===== src/rtl/apb_slave_pkg.sv =====
// apb_slave_pkg: shared constants, state type and helpers for the APB slave memory.
//   AW    - APB word-address width
//   DW    - data width of one storage word
//   CntW  - width of the wait-state down-counter
//   state_e        - transfer FSM states
//   addr_in_range  - true when a word address falls inside the populated storage
package apb_slave_pkg;

  // Kept in step with the values in the shared define file.
  localparam int unsigned AW   = 9;
  localparam int unsigned DW   = 8;
  localparam int unsigned CntW = 4;

  typedef enum logic [1:0] {
    IDLE,
    WAIT,
    ACCESS
  } state_e;

  function automatic logic addr_in_range(input logic [AW-1:0] addr, input int unsigned depth);
    return (32'(addr) < depth);
  endfunction

endpackage


===== src/rtl/apb_slave_regfile.sv =====
// apb_slave_regfile: DEPTH x DW storage for the APB slave memory.
// Ports:
//   pclk    - clock
//   presetn - synchronous active-high reset, clears every word
//   we      - write enable (ignored for out-of-range addresses)
//   waddr   - write word address
//   wdata   - write data
//   raddr   - read word address
//   rdata   - combinational read data, 0 for out-of-range addresses
import apb_slave_pkg::*;

module apb_slave_regfile #(
  parameter int unsigned DEPTH = 64
) (
  input  logic          pclk,
  input  logic          presetn,
  input  logic          we,
  input  logic [AW-1:0] waddr,
  input  logic [DW-1:0] wdata,
  input  logic [AW-1:0] raddr,
  output logic [DW-1:0] rdata
);

  localparam int unsigned IdxW = (DEPTH > 1) ? $clog2(DEPTH) : 1;

  logic [DW-1:0] mem_q [DEPTH];

  // Reset wins over a write landing in the same cycle.
  always_ff @(posedge pclk) begin
    if (presetn) begin
      for (int i = 0; i < int'(DEPTH); i++) begin
        mem_q[i] <= '0;
      end
    end else if (we && addr_in_range(waddr, DEPTH)) begin
      mem_q[waddr[IdxW-1:0]] <= wdata;
    end
  end

  always_comb begin
    rdata = '0;
    if (addr_in_range(raddr, DEPTH)) begin
      rdata = mem_q[raddr[IdxW-1:0]];
    end
  end

endmodule


===== src/rtl/apb_slave_mem.sv =====
// apb_slave_mem: APB completer backed by a small word memory, with a fixed number
// of wait states before pready.
// Parameters:
//   WAIT_CYCLES - wait cycles between the setup cycle and the ACCESS cycle (0..15)
//   DEPTH       - number of populated words; addresses >= DEPTH return pslverr
// Ports:
//   pclk    - clock
//   presetn - synchronous active-high reset
//   psel, penable, pwrite, paddr, pwdata - APB request
//   prdata  - read data, nonzero only in the ACCESS cycle of an in-range read
//   pready  - high for exactly the ACCESS cycle
//   pslverr - high in the ACCESS cycle of an out-of-range transfer
import apb_slave_pkg::*;

module apb_slave_mem #(
  parameter int unsigned WAIT_CYCLES = 1,
  parameter int unsigned DEPTH       = 64
) (
  input  logic          pclk,
  input  logic          presetn,
  input  logic          psel,
  input  logic          penable,
  input  logic          pwrite,
  input  logic [AW-1:0] paddr,
  input  logic [DW-1:0] pwdata,
  output logic [DW-1:0] prdata,
  output logic          pready,
  output logic          pslverr
);

  localparam logic [CntW-1:0] WaitLoad =
      (WAIT_CYCLES == 0) ? '0 : CntW'(WAIT_CYCLES - 1);

  state_e          state_q;
  logic [CntW-1:0] cnt_q;
  logic [AW-1:0]   addr_q;
  logic            write_q;
  logic [DW-1:0]   wdata_q;
  logic            pready_q;
  logic            pslverr_q;
  logic [DW-1:0]   prdata_q;

  logic [AW-1:0]   acc_addr;
  logic            acc_write;
  logic            acc_err;
  logic [DW-1:0]   acc_rdata;
  logic [DW-1:0]   mem_rdata;
  logic            mem_we;

  // Transfer that is about to enter ACCESS: on a zero-wait setup it comes straight
  // from the bus, otherwise from the copy captured during setup.
  assign acc_addr  = (state_q == IDLE) ? paddr : addr_q;
  assign acc_write = (state_q == IDLE) ? pwrite : write_q;
  assign acc_err   = !addr_in_range(acc_addr, DEPTH);
  assign acc_rdata = (acc_write || acc_err) ? '0 : mem_rdata;

  // Commit on the edge that ends ACCESS; pslverr_q is the error of this transfer.
  assign mem_we = (state_q == ACCESS) && write_q && !pslverr_q;

  apb_slave_regfile #(
    .DEPTH(DEPTH)
  ) u_regfile (
    .pclk   (pclk),
    .presetn(presetn),
    .we     (mem_we),
    .waddr  (addr_q),
    .wdata  (wdata_q),
    .raddr  (acc_addr),
    .rdata  (mem_rdata)
  );

  always_ff @(posedge pclk) begin
    if (presetn) begin
      state_q   <= IDLE;
      cnt_q     <= '0;
      addr_q    <= '0;
      write_q   <= 1'b0;
      wdata_q   <= '0;
      pready_q  <= 1'b0;
      pslverr_q <= 1'b0;
      prdata_q  <= '0;
    end else begin
      // Outputs are only ever live for the single ACCESS cycle.
      pready_q  <= 1'b0;
      pslverr_q <= 1'b0;
      prdata_q  <= '0;
      unique case (state_q)
        IDLE: begin
          // psel with penable already high has no setup cycle and is dropped.
          if (psel && !penable) begin
            addr_q  <= paddr;
            write_q <= pwrite;
            wdata_q <= pwdata;
            if (WAIT_CYCLES == 0) begin
              state_q   <= ACCESS;
              pready_q  <= 1'b1;
              pslverr_q <= acc_err;
              prdata_q  <= acc_rdata;
            end else begin
              state_q <= WAIT;
              cnt_q   <= WaitLoad;
            end
          end
        end
        WAIT: begin
          if (!(psel && penable)) begin
            // Requester withdrew mid-transfer: drop it without touching memory.
            state_q <= IDLE;
            cnt_q   <= '0;
          end else if (cnt_q == '0) begin
            state_q   <= ACCESS;
            pready_q  <= 1'b1;
            pslverr_q <= acc_err;
            prdata_q  <= acc_rdata;
          end else begin
            cnt_q <= cnt_q - CntW'(1);
          end
        end
        ACCESS: begin
          state_q <= IDLE;
        end
        default: begin
          state_q <= IDLE;
        end
      endcase
    end
  end

  assign pready  = pready_q;
  assign pslverr = pslverr_q;
  assign prdata  = prdata_q;

endmodule


===== config.mk =====
export PLATFORM = sky130hd
export DESIGN_NAME = apb_slave_mem
export DESIGN_NICKNAME = d
export VERILOG_FILES = /design/src/rtl/apb_slave_pkg.sv /design/src/rtl/apb_slave_regfile.sv /design/src/rtl/apb_slave_mem.sv
export SDC_FILE = /design/constraint.sdc
export NUM_CORES = 1
export LEC_CHECK = 0
export BUFFER_PORTS_ARGS = -buffer_cell sky130_fd_sc_hd__buf_2
export CAP_MARGIN = 10
export CORE_AREA = 3 3 219 221
export CTS_BUF_LIST = sky130_fd_sc_hd__clkbuf_8
export CTS_CLUSTER_SIZE = 20
export DETAILED_ROUTE_END_ITERATION = 12
export DIE_AREA = 0 0 222 224
export GPL_TIMING_DRIVEN = 0
export PLACE_DENSITY = 0.76
export SKIP_CTS_REPAIR_TIMING = 1
export SYNTH_ARGS = -nofsm -noshare
export SYNTH_HDL_FRONTEND = slang
export SYNTH_HIERARCHICAL = 1
export SYNTH_SLANG_ARGS = --single-unit
export TNS_END_PERCENT = 10

===== constraint.sdc =====
create_clock -name pclk -period 5.4 [get_ports pclk]
set_input_delay 1.08 -clock pclk [delete_from_list [all_inputs] [get_ports pclk]]
set_output_delay 1.08 -clock pclk [all_outputs]
set_load 0.005 [all_outputs]

==> qor.txt, run 1 <==
Post-Syn Area = 25,200 um2
Tcrit/Tclk final = 0.757
Die ar. = 49,700 um2
Nets = 1,865
Die H = 224 um
Synthesis Warnings = 6
Most frequent cells in the layout = 512 x edfxtp_1, 456 x and2_1, 124 x mux4_2, 94 x clkbuf_8, 79 x nor2_1
Share of layout cells above drive strength 1 = 0.242
FILL cells = 3,448
Initial Util = 0.544
Least-Margin Pin Slew = 1.13 ns
Clock tree buffer depth = 3
Vias in the first global route = 15.7k
Number of CTS-inserted buffers = 88
Final Critical Period = 4.09 ns
Pre-antenna DRT Iters = 7
Final setup TNS = 0 ns
Drt initial violations = 2,202
Final Hold Fails = 0
Grt total ovfl = 0
Tot Pwr = 9.11 mW
P per Cell Area = 327 nW/um2
Peak VDD IR = 0.186 mV
Syn Area/Cell = 14.7 um2
Number of flops mapped to enable cells by yosys = 512
Largest net degree at the start of global routing = 12
Routed Antenna Nets = 0
Hold Crit Start = wdata_q[7]$_SDFFE_PP0P_
Critical Path RT = 5.92 ns
Multi-input logic area = 8590 um2
Clk_lat worst skew = 0.66 ns
Post-Syn Instances = 1,720
Area after DPL = 26,100 um2
Post-route clock skew = 0.0254 ns
Leakage power = 10.1 nW
Root Buffer = clkbuf_8
IO Pins = 32
Crit path from = state_q[0]$_SDFFE_PP0P_
Die W = 222 um
CTS Sinks = 546
R2R Path Start = state_q[0]$_SDFFE_PP0P_
Crit Path Max Fanout = 10
Initial antenna violation count = 1
CP arrival = 4.61 ns
DP HPWL = 46,600 um
Crit end category = flop
CTS H-tree depth = 3
Final instance area = 27,900 um2
FP Rows = 79
CP Launch Type = flop
Max_cap viols = 0
Max-slew headroom = 0.249
RSZ-0062 raised after global routing = false
Total track usage = 0.279
Worst setup path class = reg -> reg
Finished Layout Cells = 2,521
# setup viols final = 0
Finished Core Util = 0.601
Core Region = 46,400 um2
Final Hold Slack = 0.459 ns
Post-synth top flop = edfxtp_1
First-pass GRT wire length = 101,000 um
Final Slew Violations = 0
Library cells used by synthesis = 54
Via count = 15.6k
RePlAce Congestion = 0.991
Placed cell count = 2,358
Area delta synth->final = 10.5%
Number of port buffers = 31
Worst Hold Class = reg -> reg
Status = finished, final reports clean
Routed vias/inst = 6.18
Post-synth ARST share = 0
Fmax = 0.245 GHz
Net count after synthesis = 1,743
Commonest non-fill, non-tap cell in the layout = edfxtp_1
Avg WL per Cell = 27.2 um
Setup WS post-layout = 1.31 ns
CTS clk-pin slew, worst paths = 0.06 ns
CTS tree = done
# DRC = 0
Seq/Total Area, Yosys = 0.637
Dpl ws = 1.23 ns
Total inserted antenna cells = 0
Number of synthesized register bits = 546
Total wire length = 68,500 um
Register area = 16,100 um2
## flip-flops by register name, summed over array words and instances, names as in the netlist, 2 cells and up
signal           cells
state_q              2
cnt_q                4
wdata_q              8
u_regfile/mem_q    512
prdata               8
addr_q               9
## area by class of cell
type / count / area share
tap: 607 / 0.0273
clock buffer: 94 / 0.0464
sequential: 546 / 0.576
timing repair buffer: 32 / 0.00575
multi-input combinational: 1052 / 0.308
clock inverter: 68 / 0.0157
inverter: 4 / 0.000539
buffer: 118 / 0.0198
## Yosys cell counts (all sizes together), types with 5 or more instances
library cell | number | share of area
a21oi | 31 | 0.0062
a32o | 6 | 0.0024
and2 | 521 | 0.13
buf | 35 | 0.0075
clkbuf | 75 | 0.011
clkdlybuf4s25 | 8 | 0.0032
dfxtp | 34 | 0.027
edfxtp | 512 | 0.61
mux2 | 10 | 0.0046
mux2i | 30 | 0.012
mux4 | 124 | 0.11
nand2 | 56 | 0.0083
nand2b | 10 | 0.0025
nand3 | 13 | 0.0028
nand3b | 5 | 0.0019
nor2 | 79 | 0.012
nor2b | 10 | 0.0025
nor3 | 5 | 0.0012
o21ai | 23 | 0.0046
o221ai | 12 | 0.0042
o22ai | 11 | 0.0027
or2 | 67 | 0.017
## report_power, final
part	total, mW	switching, mW	internal [mW]
sequential	4.80	0.0450	4.75
combinational	0.768	0.497	0.271
clock	3.54	1.64	1.90
## routing by layer
layer	part of all wire	vias to the layer above	global-route usage
met5	0.0011	-	0
met4	0.047	4	0.115
met3	0.12	214	0.0844
met2	0.47	1015	0.441
met1	0.36	7785	0.364
li1	-	6550	-
## kinds of logic (layout without fill, tap and decap cells)
family          Yosys count  count (layout)  share of synthesized area
compound gates          104             104                     0.0268
mux                     164             164                      0.127
flops                   546             546                      0.637
simple gates            783             783                      0.186
buf+inv                 122             316                     0.0225
fa+ha+maj                 1               1                   0.000496
## worst max-delay path, stage by stage (launching register included)
cell	delay [ns]
dfxtp_1	0.36
nor2_1	0.30
buf_4	0.26
mux2_2	0.22
buf_2	0.32
clkbuf_1	0.87
mux4_2	0.45
o221ai_1	0.26
o21ai_0	0.35
a32o_1	0.34
and2_1	0.18
## final timing paths
check                            end  slack, ns  depth (start not counted)
max             prdata[5]$_SDFF_PP0_       1.31                         10
min          wdata_q[7]$_SDFFE_PP0P_       0.46                          2
max reg2reg     prdata[5]$_SDFF_PP0_       1.31                         10
min reg2reg  wdata_q[7]$_SDFFE_PP0P_       0.46                          2
(Power assumes the default switching activity.)
==> run 2, diff against run 1 <==
--- a/config.mk
+++ b/config.mk
@@ -5,13 +5,14 @@
 export SDC_FILE = /design/constraint.sdc
 export NUM_CORES = 1
 export LEC_CHECK = 0
+export ABC_AREA = 1
 export BUFFER_PORTS_ARGS = -buffer_cell sky130_fd_sc_hd__buf_2
 export CAP_MARGIN = 10
-export CORE_AREA = 3 3 219 221
+export CORE_AREA = 3 3 218 220
 export CTS_BUF_LIST = sky130_fd_sc_hd__clkbuf_8
 export CTS_CLUSTER_SIZE = 20
 export DETAILED_ROUTE_END_ITERATION = 12
-export DIE_AREA = 0 0 222 224
+export DIE_AREA = 0 0 221 223
 export GPL_TIMING_DRIVEN = 0
 export PLACE_DENSITY = 0.76
 export SKIP_CTS_REPAIR_TIMING = 1
==> constraint.sdc (replaced) <==
create_clock -name pclk -period 3.81 [get_ports pclk]
set_input_delay 0.762 -clock pclk [delete_from_list [all_inputs] [get_ports pclk]]
set_output_delay 0.762 -clock pclk [all_outputs]
set_load 0.005 [all_outputs]
==> qor.txt, run 2 <==
Status = finished, final reports clean
Register area = 16,100 um2 (unchanged)
Final instance area = 27,700 um2 (-0.68%)
Avg WL per Cell = 24.0 um (-11%)
Peak VDD IR = 0.437 mV (+140%)
Final Hold Slack = 0.353 ns (-0.106 ns)
Total track usage = 0.330 (+0.0514)
Post-synth top flop = edfxtp_1
Final Critical Period = 3.61 ns (-0.478 ns)
Core Region = 45,500 um2 (-1.9%)
Biggest register = u_regfile/mem_q
Number of flops mapped to enable cells by yosys = 512 (unchanged)
Crit end category = flop
Post-synth top area share = 0.615 (+0.00482)
Via count = 20.9k (+34%)
Most frequent cells in the layout = 731 x nand2_1, 539 x nor2_1, 512 x edfxtp_1, 436 x nand3_1, 93 x clkbuf_8
Final Slew Violations = 0 (unchanged)
# setup viols final = 0 (unchanged)
Worst setup path class = reg -> reg
CTS Sinks = 546 (unchanged)
Die W = 221 um (-0.45%)
Final setup TNS = 0 ns (unchanged)
FF-to-FF path depth = 17 (+7)
Commonest non-fill, non-tap cell in the layout = nand2_1
Flop2flop setup slack = 0.20 ns (-1.11 ns)
# DRC = 0 (unchanged)
Pre-antenna DRT Iters = 7 (unchanged)
Synth top area cells = edfxtp_1 61%, nand2_1 11%, nand3_1 8.7%
Max-slew headroom = 0.0892 (-0.159)
Hold depth = 3 (+1)
Setup WS post-layout = 0.199 ns (-1.11 ns)
First-pass GRT wire length = 120,000 um (+19%)
IO Pins = 32 (unchanged)
P per Cell Area = 478 nW/um2 (+46%)
Vias in the first global route = 19.6k (+25%)
Largest regs = u_regfile/mem_q x512, addr_q x9
CP arrival = 4.21 ns (-0.40 ns)
DP HPWL = 57,400 um (+23%)
Critical Path RT = 4.41 ns (-1.51 ns)
Routed vias/inst = 6.09 (-1.4%)
Total wire length = 82,600 um (+21%)
Nets = 2,783 (+49%)
Die ar. = 49,300 um2 (-0.89%)
Most used cell, CP = nand3_1
Slowest-stage cell, CP = clkbuf_1
Worst Hold Class = in -> reg
Share of layout cells above drive strength 1 = 0.117 (-0.125)
Max reg flops = 512 (unchanged)
Max_cap viols = 0 (unchanged)
R2R Path Start = state_q[1]$_SDFFE_PP0P_
CP Launch Type = flop
Routed Antenna Nets = 0 (unchanged)
Area leader, netlist = edfxtp_1
FP Rows = 78 (-1.3%)
RePlAce Congestion = 1.06 (+7.2%)
Synth top cells by count = 731 x nand2_1, 539 x nor2_1, 512 x edfxtp_1, 436 x nand3_1, 95 x clkbuf_1
Initial antenna violation count = 0 (-1)
Clk_lat worst skew = 0.68 ns (+0.02 ns)
Leakage power = 10.6 nW (+4.3%)
CTS tree = done
Multi-input logic area = 8000 um2 (-6.9%)
CTS H-tree depth = 3 (unchanged)
Synthesis Warnings = 6 (unchanged)
Crit-path cells = nor2_4, buf_6, clkbuf_2, o21ai_0, buf_2, buf_4, clkbuf_1, nand2_1, nand3_1, nand3_1, nand2_1, nand2_1, nand3_1, nand3_1, a21oi_1, inv_1, nor2_2
Grt total ovfl = 0 (unchanged)
Dpl ws = 0.0159 ns (-1.21 ns)
Library cells used by synthesis = 33 (-39%)
Largest net degree at the start of global routing = 12 (unchanged)
Die H = 223 um (-0.45%)
Slowest stage delay, CP = 0.63 ns (-0.24 ns)
Syn Area/Cell = 9.48 um2 (-35%)
CTS clk-pin slew, worst paths = 0.06 ns (about the same)
Final Hold Fails = 0 (unchanged)
Least-Margin Pin Slew = 1.36 ns (+0.232 ns)
Placed cell count = 3,270 (+39%)
Post-Syn Instances = 2,637 (+53%)
Number of synthesized register bits = 546 (unchanged)
FILL cells = 3,800 (+10%)
Post-route clock skew = 0.0261 ns (+0.000774 ns)
Number of CTS-inserted buffers = 88 (unchanged)
Top-count cell post-synth = nand2_1
Fmax = 0.277 GHz (+13%)
Post-synth ARST share = 0 (unchanged)
Crit Path Max Fanout = 10 (unchanged)
Seq/Total Area, Yosys = 0.642 (+0.00503)
Net count after synthesis = 2,660 (+53%)
Initial Util = 0.550 (+0.00617)
Number of port buffers = 31 (unchanged)
Worst Hold End = wdata_q[5]$_SDFFE_PP0P_
Area delta synth->final = 10.7%
Root Buffer = clkbuf_8
Reg-to-reg endpoint = prdata[7]$_SDFF_PP0_
Hold Crit Start = pwdata[5]
Post-Syn Area = 25,000 um2 (-0.78%)
Tcrit/Tclk final = 0.948 (+0.191)
RSZ-0062 raised after global routing = false
Finished Layout Cells = 3,434 (+36%)
Clock tree buffer depth = 3 (unchanged)
Drt initial violations = 3,587 (+63%)
Area after DPL = 25,900 um2 (-0.70%)
## run 2: cells by family after synthesis
family          after synthesis  synth area share
buf+inv                     232            0.0383
simple gates               1807             0.308
compound gates               51            0.0114
fa+ha+maj                     1          0.000500
flops                       546             0.642
## run 2: final cells by class
class | count | area share
antenna | 1 | 0.0000904
tap | 600 | 0.0271
sequential | 546 | 0.580
timing repair buffer | 33 | 0.00669
clock buffer | 93 | 0.0463
clock inverter | 70 | 0.0151
buffer | 177 | 0.0280
inverter | 55 | 0.00746
multi-input combinational | 1859 | 0.289
## run 2: power by group
part	switching, mW	internal (mW)
clock network	2.30	2.60
registers	0.0676	6.74
logic	1.20	0.319
total	3.57	9.65
## run 2: per-layer routing
metal  wire, um  track usage  vias up
li1           -            -     9081
met1      28500        0.439     9800
met2      35600        0.490     1701
met3      12800       0.0925      324
met4       5560        0.189        0
met5          0            0        -
## run 2: worst max-delay path: cells and delay by family, from the launching register on
family | cells | cell delay, ns
buffers and inverters | 6 | 1.52
AOI/OAI and AO/OA | 2 | 0.56
and+or+nand+nor | 9 | 1.02
DFF | 1 | 0.45
## run 2: worst max-delay path by stage
stage                                  startpoint                                  end  slack (ns)
after floorplan                           presetn  u_regfile/mem_q[0][0]$_SDFFCE_PN0P_        1.48
after global placement    state_q[1]$_SDFFE_PP0P_                 prdata[1]$_SDFF_PP0_        0.05
after detailed placement  state_q[1]$_SDFFE_PP0P_                 prdata[3]$_SDFF_PP0_        0.02
after CTS                 state_q[1]$_SDFFE_PP0P_                 prdata[3]$_SDFF_PP0_       -0.03
after global routing      state_q[1]$_SDFFE_PP0P_                 prdata[7]$_SDFF_PP0_        0.08
final                     state_q[1]$_SDFFE_PP0P_                 prdata[7]$_SDFF_PP0_        0.20
## run 2: per-stage QoR
stage	total power, mW	utilization
finish	13.2	0.608
global route	13.6	0.608
CTS	13.2	0.608
detailed placement	8.36	0.570
global placement	8.32	0.570
floorplan	7.75	-
